<file path="config.mk">
export PLATFORM = sky130hd
export DESIGN_NAME = alu_pipe_flat
export DESIGN_NICKNAME = d
export VERILOG_FILES = /design/src/rtl/alu_pipe_if.sv /design/src/rtl/alu_pipe.sv /design/src/flat_wrapper.sv
export SDC_FILE = /design/constraint.sdc
export NUM_CORES = 1
export LEC_CHECK = 0
export BUFFER_PORTS_ARGS = -buffer_cell sky130_fd_sc_hd__buf_2
export CAP_MARGIN = 5
export CORE_MARGIN = 2
export CORE_UTILIZATION = 34
export DETAILED_ROUTE_END_ITERATION = 12
export MAX_ROUTING_LAYER = met4
export SLEW_MARGIN = 20
export SYNTH_ARGS = -nofsm -noshare
export SYNTH_HDL_FRONTEND = slang
export SYNTH_SLANG_ARGS = --single-unit
</file>
<file path="constraint.sdc">
create_clock -name clk -period 2.38 [get_ports clk]
set_input_delay 0.714 -clock clk [delete_from_list [all_inputs] [get_ports clk]]
set_output_delay 0.714 -clock clk [all_outputs]
set_load 0.02 [all_outputs]
</file>
<file path="src/rtl/alu_pipe_if.sv">
// alu_pipe_if: handshake and data bundle for alu_pipe.
//   Upstream side:   in_valid, in_ready, A, B, cntrl
//   Downstream side: out_valid, out_ready, result, negative, zero,
//                    overflow, carry_out
//   master modport - the environment (operand fetch / writeback)
//   slave modport  - the ALU itself
interface alu_pipe_if #(
  parameter int WIDTH = 64
);
  logic             in_valid;
  logic             in_ready;
  logic [WIDTH-1:0] A;
  logic [WIDTH-1:0] B;
  logic [2:0]       cntrl;
  logic             out_valid;
  logic             out_ready;
  logic [WIDTH-1:0] result;
  logic             negative;
  logic             zero;
  logic             overflow;
  logic             carry_out;

  modport master (
    output in_valid, A, B, cntrl, out_ready,
    input  in_ready, out_valid, result, negative, zero, overflow, carry_out
  );

  modport slave (
    input  in_valid, A, B, cntrl, out_ready,
    output in_ready, out_valid, result, negative, zero, overflow, carry_out
  );
endinterface

</file>
<file path="src/rtl/alu_pipe.sv">
// alu_pipe: registered WIDTH-bit ALU with valid/ready handshake on both sides.
//   clk    - rising-edge clock
//   rst_n  - asynchronous active-low reset (discards any in-flight operation)
//   bus    - alu_pipe_if.slave: operands A/B, cntrl, handshakes, registered
//            result and flags (negative, zero, overflow, carry_out)
// cntrl: 000 PASS_B, 001 PASS_A, 010 ADD, 011 SUB, 100 AND, 101 OR, 110 XOR,
//        111 MUL (iterative shift-add, WIDTH cycles) when ALU_PIPE_MUL_EN is
//        defined; otherwise 111 behaves as PASS_B.
module alu_pipe #(
  parameter int WIDTH = 64
) (
  input logic       clk,
  input logic       rst_n,
  alu_pipe_if.slave bus
);

  logic [WIDTH:0]   sum_s;
  logic [WIDTH:0]   diff_s;
  logic [WIDTH-1:0] alu_res_s;
  logic             alu_v_s;
  logic             alu_c_s;
  logic             in_ready_s;
  logic             accept_s;
  logic             idle_s;
  logic             is_mul_s;
  logic             mul_wr_s;
  logic [WIDTH-1:0] mul_res_s;
  logic             mul_v_s;

  logic             out_valid_r, out_valid_s;
  logic [WIDTH-1:0] result_r, result_s;
  logic             negative_r, negative_s;
  logic             zero_r, zero_s;
  logic             overflow_r, overflow_s;
  logic             carry_out_r, carry_out_s;

`ifdef ALU_PIPE_MUL_EN
  localparam int CNT_W = $clog2(WIDTH);

  typedef enum logic [1:0] {
    IDLE = 2'b00,
    MUL  = 2'b01,
    DONE = 2'b10
  } state_t;

  state_t             state_r, state_s;
  logic [CNT_W-1:0]   count_r;
  logic [2*WIDTH-1:0] mcand_r;
  logic [2*WIDTH-1:0] acc_r;
  logic [WIDTH-1:0]   mplier_r;
  logic               last_s;

  assign idle_s    = (state_r == IDLE);
  assign is_mul_s  = (bus.cntrl == 3'b111);
  assign last_s    = (count_r == CNT_W'(WIDTH - 1));
  assign mul_wr_s  = (state_r == DONE) && (!out_valid_r || bus.out_ready);
  assign mul_res_s = acc_r[WIDTH-1:0];
  // Upper half of the full product nonzero means the low half lost bits.
  assign mul_v_s   = |acc_r[2*WIDTH-1:WIDTH];

  // FSM state register
  always_ff @(posedge clk or negedge rst_n) begin
    if (!rst_n) begin
      state_r <= IDLE;
    end else begin
      state_r <= state_s;
    end
  end

  // FSM next-state logic
  always_comb begin
    state_s = state_r;
    case (state_r)
      IDLE: begin
        if (accept_s && is_mul_s) state_s = MUL;
        else                      state_s = IDLE;
      end
      MUL: begin
        if (last_s) state_s = DONE;
        else        state_s = MUL;
      end
      DONE: begin
        if (mul_wr_s) state_s = IDLE;
        else          state_s = DONE;
      end
      default: state_s = IDLE;
    endcase
  end

  // Shift-add multiplier datapath: one multiplier bit per cycle
  always_ff @(posedge clk or negedge rst_n) begin
    if (!rst_n) begin
      count_r  <= '0;
      mcand_r  <= '0;
      mplier_r <= '0;
      acc_r    <= '0;
    end else if (accept_s && is_mul_s) begin
      count_r  <= '0;
      mcand_r  <= {{WIDTH{1'b0}}, bus.A};
      mplier_r <= bus.B;
      acc_r    <= '0;
    end else if (state_r == MUL) begin
      if (mplier_r[0]) acc_r <= acc_r + mcand_r;
      mcand_r  <= mcand_r << 1;
      mplier_r <= mplier_r >> 1;
      count_r  <= count_r + CNT_W'(1);
    end
  end
`else
  assign idle_s    = 1'b1;
  assign is_mul_s  = 1'b0;
  assign mul_wr_s  = 1'b0;
  assign mul_res_s = '0;
  assign mul_v_s   = 1'b0;
`endif

  assign in_ready_s   = idle_s && (!out_valid_r || bus.out_ready);
  assign accept_s     = bus.in_valid && in_ready_s;
  assign bus.in_ready = in_ready_s;

  // SUB is A + ~B + 1, so carry_out = 1 means no borrow.
  assign sum_s  = {1'b0, bus.A} + {1'b0, bus.B};
  assign diff_s = {1'b0, bus.A} + {1'b0, ~bus.B} + {{WIDTH{1'b0}}, 1'b1};

  // Single-cycle operation decode
  always_comb begin
    alu_res_s = bus.B;
    alu_v_s   = 1'b0;
    alu_c_s   = 1'b0;
    case (bus.cntrl)
      3'b000: alu_res_s = bus.B;
      3'b001: alu_res_s = bus.A;
      3'b010: begin
        alu_res_s = sum_s[WIDTH-1:0];
        alu_c_s   = sum_s[WIDTH];
        alu_v_s   = (bus.A[WIDTH-1] == bus.B[WIDTH-1]) &&
                    (sum_s[WIDTH-1] != bus.A[WIDTH-1]);
      end
      3'b011: begin
        alu_res_s = diff_s[WIDTH-1:0];
        alu_c_s   = diff_s[WIDTH];
        alu_v_s   = (bus.A[WIDTH-1] != bus.B[WIDTH-1]) &&
                    (diff_s[WIDTH-1] != bus.A[WIDTH-1]);
      end
      3'b100: alu_res_s = bus.A & bus.B;
      3'b101: alu_res_s = bus.A | bus.B;
      3'b110: alu_res_s = bus.A ^ bus.B;
      // 111 without the multiplier is PASS_B; with it this value is unused.
      default: alu_res_s = bus.B;
    endcase
  end

  // Output register next value: reload wins over consumption in the same cycle
  always_comb begin
    out_valid_s = out_valid_r;
    result_s    = result_r;
    negative_s  = negative_r;
    zero_s      = zero_r;
    overflow_s  = overflow_r;
    carry_out_s = carry_out_r;
    if (accept_s && !is_mul_s) begin
      out_valid_s = 1'b1;
      result_s    = alu_res_s;
      negative_s  = alu_res_s[WIDTH-1];
      zero_s      = (alu_res_s == '0);
      overflow_s  = alu_v_s;
      carry_out_s = alu_c_s;
    end else if (mul_wr_s) begin
      out_valid_s = 1'b1;
      result_s    = mul_res_s;
      negative_s  = mul_res_s[WIDTH-1];
      zero_s      = (mul_res_s == '0);
      overflow_s  = mul_v_s;
      carry_out_s = 1'b0;
    end else if (bus.out_ready) begin
      out_valid_s = 1'b0;
    end else begin
      out_valid_s = out_valid_r;
    end
  end

  // Output register
  always_ff @(posedge clk or negedge rst_n) begin
    if (!rst_n) begin
      out_valid_r <= 1'b0;
      result_r    <= '0;
      negative_r  <= 1'b0;
      zero_r      <= 1'b0;
      overflow_r  <= 1'b0;
      carry_out_r <= 1'b0;
    end else begin
      out_valid_r <= out_valid_s;
      result_r    <= result_s;
      negative_r  <= negative_s;
      zero_r      <= zero_s;
      overflow_r  <= overflow_s;
      carry_out_r <= carry_out_s;
    end
  end

  assign bus.out_valid = out_valid_r;
  assign bus.result    = result_r;
  assign bus.negative  = negative_r;
  assign bus.zero      = zero_r;
  assign bus.overflow  = overflow_r;
  assign bus.carry_out = carry_out_r;

endmodule
</file>
<file path="src/flat_wrapper.sv">
// flat-port wrapper written by rule: the top's interface ports become plain ports
module alu_pipe_flat 
#(
  parameter int WIDTH = 64
)
  (clk, rst_n, bus_in_valid, bus_A, bus_B, bus_cntrl, bus_out_ready, bus_in_ready, bus_out_valid, bus_result, bus_negative, bus_zero, bus_overflow, bus_carry_out);
  alu_pipe_if #(.WIDTH(WIDTH)) bus_i ();
  input logic clk;
  input logic rst_n;
  input wire logic [$bits(bus_i.in_valid)-1:0] bus_in_valid;
  input wire logic [$bits(bus_i.A)-1:0] bus_A;
  input wire logic [$bits(bus_i.B)-1:0] bus_B;
  input wire logic [$bits(bus_i.cntrl)-1:0] bus_cntrl;
  input wire logic [$bits(bus_i.out_ready)-1:0] bus_out_ready;
  output wire logic [$bits(bus_i.in_ready)-1:0] bus_in_ready;
  output wire logic [$bits(bus_i.out_valid)-1:0] bus_out_valid;
  output wire logic [$bits(bus_i.result)-1:0] bus_result;
  output wire logic [$bits(bus_i.negative)-1:0] bus_negative;
  output wire logic [$bits(bus_i.zero)-1:0] bus_zero;
  output wire logic [$bits(bus_i.overflow)-1:0] bus_overflow;
  output wire logic [$bits(bus_i.carry_out)-1:0] bus_carry_out;
  assign bus_i.in_valid = bus_in_valid;
  assign bus_i.A = bus_A;
  assign bus_i.B = bus_B;
  assign bus_i.cntrl = bus_cntrl;
  assign bus_i.out_ready = bus_out_ready;
  assign bus_in_ready = bus_i.in_ready;
  assign bus_out_valid = bus_i.out_valid;
  assign bus_result = bus_i.result;
  assign bus_negative = bus_i.negative;
  assign bus_zero = bus_i.zero;
  assign bus_overflow = bus_i.overflow;
  assign bus_carry_out = bus_i.carry_out;
  alu_pipe #(.WIDTH(WIDTH)) u_core (.clk(clk), .rst_n(rst_n), .bus(bus_i));
endmodule
</file>
==> summary.md, run 1 <==
| Metric | Value |
|---|---|
| Synth Area in Compound Gates | 38.5% |
| Power share of the sequential group | 13.0% |
| Top Ports | 205 |
| Top Metal Used | met4 |
| Final WS setup | -1800 ps |
| Clock Power Share | 12.4% |
| H-tree depth | 3 |
| Mapped Nets | 2763 |
| Yosys warnings | 0 |
| Initial antenna violation count | 5 |
| Final Skew | 13.0 ps |
| # fillers | 4301 |
| R2r startpoint | u_core.bus.out_valid |
| Drt total wl | 109000 um |
| Drt first pass iters | 6 |
| Max FO, Critical Path | 4 |
| Sw Ratio | 47.0% |
| Hold slack | 269 ps |
| CTS Buffer Depth | 2 |
| CTS root buffer | clkbuf_16 |
| Area share of and/or/nand/nor cells after synthesis | 21.9% |
| Final Hold Viols | 0 |
| Remaining antenna violation count after routing | 0 |
| Die Wd | 225 um |
| Synth cell types | 97 |
| Dpl ws | -2860 ps |
| Clk_lat worst skew | 380 ps |
| Worst VDD drop | 395 uV |
| Cell area after synthesis | 0.0166 mm2 |
| Async S/R FF share, synth | 100% |
| Failing checks | negative setup slack |
| Critical path origin | bus_A[0] |
| Fin crit period | 4180 ps |
| Total grt overflow | 0 |
| Int Pwr | 6.42 mW |
| Pleak | 14.5 nW |
| Met2 WL | 48600 um |
| Rel. slew slack | 42.0% |
| Core ar. | 0.0485 mm2 |
| Synth Flop Type | dfrtp_1 |
| CP arrival | 4500 ps |
| Crit end category | flop |
| Layout cells sized above 1 | 54.3% |
| Setup violations, final | 65 |
| Seq/Total Area, Yosys | 10.2% |
| Area of the multi-input gates | 0.0168 mm2 |
| Register area | 0.00170 mm2 |
| Inserted Clock Buffers | 9 |
| Placer congestion estimate | 1.08 |
| Crit Path Category | in -> reg |
| Clock sinks | 68 |
| Synth top area cells | ha_1 (16%), dfrtp_1 (10%), a21oi_1 (8.3%) |
| Synth top area share | 15.7% |
| Metal3 WL | 9040 um |
| Largest net degree at the start of global routing | 68 |
| Multiplexer share of the synthesized area | 3.00% |
| Vias per cell | 5.96 |
| FP Rows | 81 |
| Post-Synth XOR/XNOR Area | 1.48% |
| RSZ-0062 raised after global routing | yes |
| First-pass GRT wire length | 158000 um |
| Adder-Cell Fraction of Synth Area | 16.0% |
| Worst Max-Slew Pin Slew | 870 ps |
| Synthesized area per cell | 6.87 um2 |
| Post-DP HPWL | 88700 um |
| Fin crit share | 176% |
| Hold Path Class | in -> async |
| Fmax | 239 MHz |
| DIE HEIGHT | 225 um |
| Total track usage | 42.7% |
| Reg2Reg Setup Slack | -170 ps |
| #FFs+latches synth | 68 |
| Gate power share | 74.7% |
| DRC Markers | 0 |
| Die area | 0.0507 mm2 |
| Max cap viols | 0 |
| Post-CTS Hold Buffers | 0 |
| Starting density of the core | 34.2% |
| Clock Pin Slew Worst Setup and Hold Paths | 80 ps |
| Required time worst endpoint | 2700 ps |
| Number of synthesized flops with an enable pin | 0 |
| Port bufs | 204 |
| Status | complete, but fails checks |
| Vias | 25600 |
| Avg WL per Cell | 25.5 um |
| Synth area leader | ha_1 |
| Nets@finish | 4003 |
| Mapped Cells | 2417 |
| Vias in the first global route | 24800 |
| Main combinational cell family by area after synthesis | compound AO/OA/AOI/OAI gates |
| Total Power | 12.1 mW |
| Startpoint Class | primary input |
| CTS tree | yes |
| Sw power | 5.69 mW |
| Met1 WL | 45900 um |
| PwrDens | 386 mW/mm2 |
| Drt initial violations | 2392 |
| Final Max Slew Viols | 0 |
| Area added between synthesis and finish | 88.9% |
-- synth_stat cells, drive strengths merged (23+ instances only) --
library cell and instances:
buf 69, a221oi 41, o31ai 50, o211ai 39
mux2 29, a211oi 51, nor3 53, xnor2 27
nand3 49, nor2b 30, dfrtp 68, clkbuf 93
nor4 42, a31oi 30, a21oi 276, and2 23
nand4 33, ha 209, a21o 40, inv 204
nor2 195, o21bai 25, o22ai 33, o21ai 145
nand2 220
-- layout make-up --
class,count,area share (%)
clock buffer,9,0.718
inverter,209,2.93
timing repair buffer,1391,34.6
antenna,6,0.0478
sequential,68,5.42
multi-input combinational,1978,53.5
tap,622,2.48
clock inverter,7,0.243
-- placed cells by master (no fill, tap or decap), drive strengths merged, types with 9 or more instances in the layout --
master and n:
a311oi 9, nor2b 30, nand4 33, a211oi 51, nand2 220, o31ai 50
a221o 13, nand2b 16, a31oi 30, o21a 20, a211o 12, o31a 9
xnor2 27, a221oi 41, nand3 49, mux2i 15, nor4 42, dfrtp 68
o21bai 25, o211ai 39, nor3 53, o211a 11, buf 1390, or2 16
mux2 29, o22ai 33, nor2 195, o21ai 145, inv 206, and2 23
ha 209, a21oi 276, o32ai 15, or3 17, o221ai 20, a22oi 9
clkbuf 10, and3 20, a21o 40
-- worst paths after layout --
check	depth (start not counted)	endpoint
setup / recovery	20	u_core.bus.zero
max in group asynchronous	2	u_core.bus.result[25]
hold / removal	1	u_core.bus.negative
setup reg to reg	11	u_core.bus.zero
hold reg to reg	2	u_core.bus.result[4]
min in group clk	2	u_core.bus.result[4]
-- metal layers --
layer | global-route usage (%) | up-vias
li1 | - | 11500
met1 | 55.4 | 12500
met2 | 65.6 | 1351
met3 | 5.97 | 302
met4 | 19.8 | 0
met5 | - | -
-- kinds of logic (layout without fill, tap and decap cells) --
| family | Yosys count | count (layout) |
|---|---|---|
| flops | 68 | 68 |
| compound gates | 944 | 944 |
| buf+inv | 371 | 1616 |
| xor+xnor | 28 | 28 |
| mux | 45 | 45 |
| other cells | 0 | 6 |
| fa+ha+maj | 211 | 211 |
| simple gates | 750 | 750 |
-- metrics by stage --
step           setup TNS [ps]  utilization (%)  cell area (um2)  std cells
2_1_floorplan          -36910                -            18400       2417
3_3_place_gp           -96590             56.6            27500       4141
3_5_place_dp           -97770             56.6            27500       4141
4_1_cts                -58510             62.0            30100       4235
5_1_grt                -69260             64.6            31400       4290
6_report               -65260             64.6            31400       4290
-- power by group through the flow --
stage	sequential, mW	combinational [mW]	clock, mW
2_1_floorplan	1.85	3.35	0
3_3_place_gp	1.57	7.58	0
3_5_place_dp	1.58	7.63	0
4_1_cts	1.56	8.39	1.53
5_1_grt	1.59	9.44	1.55
6_report	1.57	9.04	1.50
-- flip-flops by register name (all words and copies together) (netlist names) --
register,flops
u_core.bus.overflow,1
u_core.bus.carry_out,1
u_core.bus.zero,1
u_core.bus.out_valid,1
u_core.bus.negative,1
u_core.bus.result,63
-- critical path, cell delays in order --
cell and delay [ps]:
buf_12 110, inv_12 40, ha_4 140, inv_2 40
fa_2 380, nor2b_4 150, o311ai_4 350, buf_4 190
a2111oi_4 80, o311ai_4 430, buf_4 200, a21oi_4 50
mux2i_2 180, nor3_4 270, nor3b_2 230, and4_4 260
nand4b_1 180, nor4_2 240, nand4_1 130, nand2_1 100
-- timing repair --
action / 4_1_cts / 5_1_grt
pin swaps: 156 / 151
setup endpoints to repair: 65 / 65
gates resized for setup: 390 / 198
buffers inserted: 96 / 66
Power figures use the tool's default switching activity.
==> inputs of run 2 (changes only) <==
--- a/config.mk
+++ b/config.mk
@@ -5,7 +5,7 @@
 export SDC_FILE = /design/constraint.sdc
 export NUM_CORES = 1
 export LEC_CHECK = 0
-export BUFFER_PORTS_ARGS = -buffer_cell sky130_fd_sc_hd__buf_2
+export BUFFER_PORTS_ARGS = -buffer_cell sky130_fd_sc_hd__buf_4
 export CAP_MARGIN = 5
 export CORE_MARGIN = 2
 export CORE_UTILIZATION = 34
==> constraint.sdc (replaced) <==
create_clock -name clk -period 2.38 [get_ports clk]
set_input_delay 0.119 -clock clk [delete_from_list [all_inputs] [get_ports clk]]
set_output_delay 0.119 -clock clk [all_outputs]
set_load 0.02 [all_outputs]
==> run 2 against run 1 <==
Compared with the run above:
- the flow still finishes with violations (negative setup slack)
- combinational power down 1%
- largest power group unchanged
- clock-buffer cell count did not move
- critical path depth unchanged
- worst setup slack better by 540 ps
- clock skew shrank 5.0 ps
- non-clock buffer count fell by 16
==> summary.md, run 2 (synthesis results as in run 1) <==
| Metric | Value |
|---|---|
| Status | complete, but fails checks |
| Failing checks | negative setup slack |
| Area added between synthesis and finish | 87.6% |
| Hold Path Origin | bus_in_valid |
| Clk_lat worst skew | 380 ps (about the same) |
| Max FO, Critical Path | 3 (-1) |
| Max reg flops | 63 (unchanged) |
| Final Hold Viols | 0 (unchanged) |
| DRC Markers | 0 (unchanged) |
| Commonest cells after routing, fill and taps aside | buf_4 (1253), a21oi_1 (225), nand2_1 (202), nor2_1 (174), ha_1 (156) |
| Antenna cells | 0 (-6) |
| Remaining antenna violation count after routing | 0 (unchanged) |
| Layout cells sized above 1 | 52.4% (-1.8 points) |
| Die area | 0.0507 mm2 (unchanged) |
| First-pass GRT wire length | 156000 um (-1.0%) |
| PwrDens | 389 mW/mm2 (+0.92%) |
| FP Rows | 81 (unchanged) |
| Crit end category | flop |
| Crit Path Category | in -> reg |
| Max cap viols | 0 (unchanged) |
| Initial antenna violation count | 1 (-4) |
| Critical path origin | bus_B[1] |
| Required time worst endpoint | 2700 ps (about the same) |
| H-tree depth | 3 (unchanged) |
| Worst Max-Slew Pin Slew | 868 ps (-2.05 ps) |
| Nets@finish | 3987 (-0.40%) |
| Clock Pin Slew Worst Setup and Hold Paths | 70 ps (about the same) |
| Drt total wl | 108000 um (-1.3%) |
| Drt first pass iters | 6 (unchanged) |
| CTS root buffer | clkbuf_16 |
| Worst VDD drop | 288 uV (-27%) |
| Worst path slowest cell | or3_1 |
| Startpoint Class | primary input |
| RSZ-0062 raised after global routing | yes |
| Rel. slew slack | 42.1% (+0.14 points) |
| Hold Path Class | in -> reg |
| Placer congestion estimate | 1.10 (+2.1%) |
| Most common cell after layout, fill and taps aside | buf_4 |
| Drt initial violations | 2744 (+15%) |
| Vias in the first global route | 24600 (-0.71%) |
| Clock sinks | 68 (unchanged) |
| Fin crit share | 153% (-23 points) |
| Inserted Clock Buffers | 9 (unchanged) |
| Core ar. | 0.0485 mm2 (unchanged) |
| Pleak | 14.5 nW (-0.52%) |
| Final Max Slew Viols | 0 (unchanged) |
| Setup violations, final | 52 (-20%) |
| Fin crit period | 3640 ps (-540 ps) |
| Post-DP HPWL | 88700 um (about the same) |
| Cells along the critical path | buf_8 -> clkinvlp_4 -> ha_4 -> buf_6 -> nor3_4 -> o31ai_4 -> a2111oi_2 -> a41o_2 -> buf_4 -> buf_6 -> nor2_4 -> a311oi_1 -> o32a_1 -> or3_1 -> nor4_2 -> nand4b_1 -> nor4_2 -> buf_4 -> nand4_1 -> nand2_1 |
| Total grt overflow | 0 (unchanged) |
| R2r startpoint | u_core.bus.out_valid |
| CTS tree | yes |
| Starting density of the core | 34.2% (unchanged) |
| Top Ports | 205 (unchanged) |
| Total Power | 12.1 mW (+0.24%) |
| CTS Buffer Depth | 2 (unchanged) |
| CP arrival | 3960 ps (-540 ps) |
| Reg2Reg Setup Slack | -510 ps (-340 ps) |
| Vias per cell | 5.94 (-0.30%) |
| Port bufs | 204 (unchanged) |
| DIE HEIGHT | 225 um (unchanged) |
| Total track usage | 42.3% (-0.44 points) |
| Final WS setup | -1260 ps (+540 ps) |
| Max stage delay on crit path | 400 ps (-30 ps) |
| Final Skew | 8.04 ps (-4.98 ps) |
| Avg WL per Cell | 25.3 um (-0.75%) |
| Die Wd | 225 um (unchanged) |
| Post-route setup TNS | -28050 ps (+37220 ps) |
| Vias | 25400 (-0.81%) |
| Dpl ws | -2020 ps (+840 ps) |
| Fmax | 275 MHz (+15%) |
| Largest net degree at the start of global routing | 101 (+49%) |
| CP bufs+invs | 6 (+1) |
| Top delay family on crit path | simple AND/OR/NAND/NOR gates |
run 2: repair_timing:
action                                 CTS  global route
resized for setup                      278           215
buffers inserted                        73            60
pin swaps                              119           134
endpoints found under the hold margin   33             0
setup endpoints to repair               55            56
hold buffers                             1             0
run 2: worst paths after layout:
check	to	cells past startpoint
worst max register to register	u_core.bus.zero	12
worst min register to register	u_core.bus.result[13]	2
min in group asynchronous	u_core.bus.result[54]	2
worst max-delay path	u_core.bus.zero	20
worst min-delay path	u_core.bus.out_valid	3
max in group asynchronous	u_core.bus.result[26]	3
run 2: power breakdown:
part | leakage (nW) | switching, mW | internal [mW] | total [mW]
combinational | 13.5 | 4.70 | 4.23 | 8.93
clock | 0.156 | 0.702 | 0.926 | 1.63
sequential | 0.825 | 0.181 | 1.40 | 1.58
total | 14.5 | 5.58 | 6.56 | 12.1
run 2: metrics by stage:
| stage | std cells | hold slack (ps) | instance area [um2] | utilization (%) |
|---|---|---|---|---|
| 2_1_floorplan | 2417 | -177 | 18300 | - |
| 3_3_place_gp | 4136 | 93.3 | 27800 | 57.3 |
| 3_5_place_dp | 4136 | 114 | 27800 | 57.3 |
| 4_1_cts | 4219 | 189 | 29900 | 61.6 |
| 5_1_grt | 4268 | 208 | 31200 | 64.2 |
| 6_report | 4268 | 228 | 31200 | 64.2 |
run 2: final cells by class:
type,instances,area [um2]
timing repair buffer,1375,11000
multi-input combinational,1978,16400
clock buffer,9,225
tap,622,778
sequential,68,1700
clock inverter,7,98.8
fill,4283,17400
inverter,209,940
run 2: routing by layer:
metal	vias to the layer above	routed length, um	global-route usage (%)
li1	11400	-	-
met3	320	8020	5.83
met4	0	5740	19.4
met1	12300	45400	53.2
met2	1306	48800	67.0
met5	-	0	-
run 2: worst register-to-register path, cell delays in order, from the launching register on:
cell and delay [ps]:
dfrtp_1 380, nand2b_1 140, nand2_4 60, nor4_1 530, nand2_1 180, nor4_1 220
buf_4 180, and4_4 250, nand4b_1 210, nor4_2 360, buf_4 170, nand4_1 90
nand2_1 70
==> inputs of run 3 (changes only) <==
--- a/config.mk
+++ b/config.mk
@@ -11,6 +11,7 @@
 export CORE_UTILIZATION = 34
 export DETAILED_ROUTE_END_ITERATION = 12
 export MAX_ROUTING_LAYER = met4
+export SETUP_SLACK_MARGIN = 0.4
 export SLEW_MARGIN = 20
 export SYNTH_ARGS = -nofsm -noshare
 export SYNTH_HDL_FRONTEND = slang
==> run 3 against run 2 <==
Compared with the run above:
- the run still ends with negative setup slack left
- final area rose by 1.1%
- final cell count is the same
- combinational power grew 2%
- clock power increased by 9%
- worst hold slack worse by 120 ps
- die area unchanged
- first-iteration DRC count decreased by 1.3%
- clock skew is 9.0 ps higher
- largest power group unchanged
- highest routed layer unchanged
==> summary.md, run 3 (synthesis results as in run 1) <==
| Metric | Value |
|---|---|
| Status | complete, but fails checks |
| Failing checks | negative setup slack |
| Fmax | 276 MHz (+0.44%) |
| Clock Pin Slew Worst Setup and Hold Paths | 60 ps (about the same) |
| # fillers | 4194 (-2.1%) |
| First-pass GRT wire length | 157000 um (+0.55%) |
| Crit end category | flop |
| CP bufs+invs | 6 (unchanged) |
| CP arrival | 3940 ps (-20 ps) |
| Crit Reg-Reg Endpoint | u_core.bus.zero |
| DRC Markers | 0 (unchanged) |
| CTS Buffer Depth | 2 (unchanged) |
| Final instance area | 0.0315 mm2 (+1.1%) |
| Hold Path Class | in -> reg |
| Cells along the critical path | buf_12 -> buf_6 -> ha_4 -> inv_2 -> fa_2 -> nor2b_4 -> o2111ai_4 -> buf_6 -> a211oi_4 -> buf_4 -> o211ai_1 -> a41o_1 -> nor3_4 -> nor3b_2 -> and4_4 -> nand4b_1 -> nor4_2 -> buf_4 -> nand4_1 -> nand2_1 |
| Clock sinks | 68 (unchanged) |
| Most common cell after layout, fill and taps aside | buf_4 |
| Vias | 25400 (+0.20%) |
| Layout cells sized above 1 | 53.4% (+0.95 points) |
| R2r startpoint | u_core.bus.out_valid |
| Hold Path Origin | bus_in_valid |
| Fin crit share | 152% (-0.67 points) |
| Starting density of the core | 34.2% (unchanged) |
| Top delay family on crit path | simple AND/OR/NAND/NOR gates |
| Total Power | 12.4 mW (+2.1%) |
| Post-Layout Cell Count | 4268 (unchanged) |
| Drt first pass iters | 6 (unchanged) |
| FP Rows | 81 (unchanged) |
| Fin crit period | 3620 ps (-15.9 ps) |
| Largest net degree at the start of global routing | 53 (-48%) |
| Final Skew | 17.1 ps (+9.05 ps) |
| Initial antenna violation count | 1 (unchanged) |
| Worst VDD drop | 462 uV (+60%) |
| R2R depth | 12 (unchanged) |
| Final Max Slew Viols | 0 (unchanged) |
| Drt total wl | 107000 um (-0.63%) |
| Setup violations, final | 52 (unchanged) |
| Commonest cells after routing, fill and taps aside | buf_4 (1239), a21oi_1 (223), nand2_1 (203), nor2_1 (175), ha_1 (159) |
| Placed cells | 4154 (+0.44%) |
| Rel. slew slack | 51.6% (+9.5 points) |
| CTS root buffer | clkbuf_16 |
| Area added between synthesis and finish | 89.6% |
| Crit Path Category | in -> reg |
| Placer congestion estimate | 1.10 (-0.39%) |
| Startpoint Class | primary input |
| Inserted Clock Buffers | 9 (unchanged) |
| Placed Area | 0.0280 mm2 (+0.80%) |
| Vias per cell | 5.96 (+0.20%) |
| Total track usage | 42.3% (+0.069 points) |
| Die area | 0.0507 mm2 (unchanged) |
| Remaining antenna violation count after routing | 0 (unchanged) |
| DIE HEIGHT | 225 um (unchanged) |
| Worst Max-Slew Pin Slew | 726 ps (-142 ps) |
| Post-DP HPWL | 88000 um (-0.85%) |
| Max FO, Critical Path | 3 (unchanged) |
| Avg WL per Cell | 25.1 um (-0.63%) |
| Vias in the first global route | 25000 (+1.7%) |
| Clk_lat worst skew | 400 ps (+20 ps) |
| Post-route setup TNS | -27100 ps (+943 ps) |
| RSZ-0062 raised after global routing | yes |
| Hold EP | u_core.bus.out_valid |
| H-tree depth | 3 (unchanged) |
| PwrDens | 393 mW/mm2 (+1.0%) |
| Dpl ws | -2350 ps (-327 ps) |
| Die Wd | 225 um (unchanged) |
| Max reg flops | 63 (unchanged) |
| Hold Crit Depth | 3 (unchanged) |
| Final WS setup | -1240 ps (+15.9 ps) |
| Core ar. | 0.0485 mm2 (unchanged) |
| Reg2Reg Setup Slack | -300 ps (+210 ps) |
| Max cap viols | 0 (unchanged) |
| CTS tree | yes |
| Required time worst endpoint | 2700 ps (about the same) |
| Drt initial violations | 2709 (-1.3%) |
| Max stage delay on crit path | 370 ps (-30 ps) |
| Pleak | 14.6 nW (+1.0%) |
| Port bufs | 204 (unchanged) |
| Hold slack | 106 ps (-122 ps) |
| Worst path slowest cell | fa_2 |
| Total grt overflow | 0 (unchanged) |
| Nets@finish | 3984 (-0.075%) |
| Final Hold Viols | 0 (unchanged) |
| Core Util, Final | 64.9% (+0.69 points) |
| Top Ports | 205 (unchanged) |
-- run 3: worst register-to-register path, delay by kind of cell, from the launching register on --
| kind | cells | cell delay, ps |
|---|---|---|
| simple gates | 10 | 1870 |
| buf+inv | 2 | 370 |
| flops | 1 | 370 |
-- run 3: what timing repair did --
item	in CTS	in global routing
endpoints found under the setup margin	64	64
gates resized for setup	391	139
pin swaps	141	101
hold endpoints to repair	26	0
hold buffers	1	0
buffers inserted	70	24
-- run 3: worst max-delay path by stage --
stage / from / end / slack [ps] / cells after the start
final: bus_A[0] / u_core.bus.zero / -1240 / 20
after global placement: bus_B[1] / u_core.bus.zero / -2350 / 20
after CTS: bus_A[0] / u_core.bus.zero / -1220 / 21
after floorplan: bus_A[9] / u_core.bus.zero / -710 / 15
after detailed placement: bus_B[1] / u_core.bus.zero / -2350 / 20
after global routing: bus_B[4] / u_core.bus.zero / -1340 / 23
-- run 3: cell type report --
cell class	instances	area (um2)	area share, %
Antenna cell	3	7.51	0.0238
Clock buffer	11	253	0.802
Clock inverter	5	108	0.342
Inverter	209	955	3.03
Multi-Input combinational cell	1978	16700	53.0
Sequential cell	68	1700	5.40
Tap cell	622	778	2.47
Timing Repair Buffer	1372	11000	34.9
-- run 3: routing by layer --
layer / wire length (um) / GRT usage (%)
met3: 8650 / 4.89
met1: 44800 / 54.5
met4: 5330 / 18.8
met2: 48500 / 66.7
met5: 0 / -
-- run 3: report_power, final --
| group | switching [mW] | internal (mW) | total [mW] | leakage [nW] |
|---|---|---|---|---|
| Combinational | 4.81 | 4.26 | 9.07 | 13.6 |
| Sequential | 0.144 | 1.40 | 1.55 | 0.825 |
| Clock | 0.695 | 1.09 | 1.78 | 0.176 |
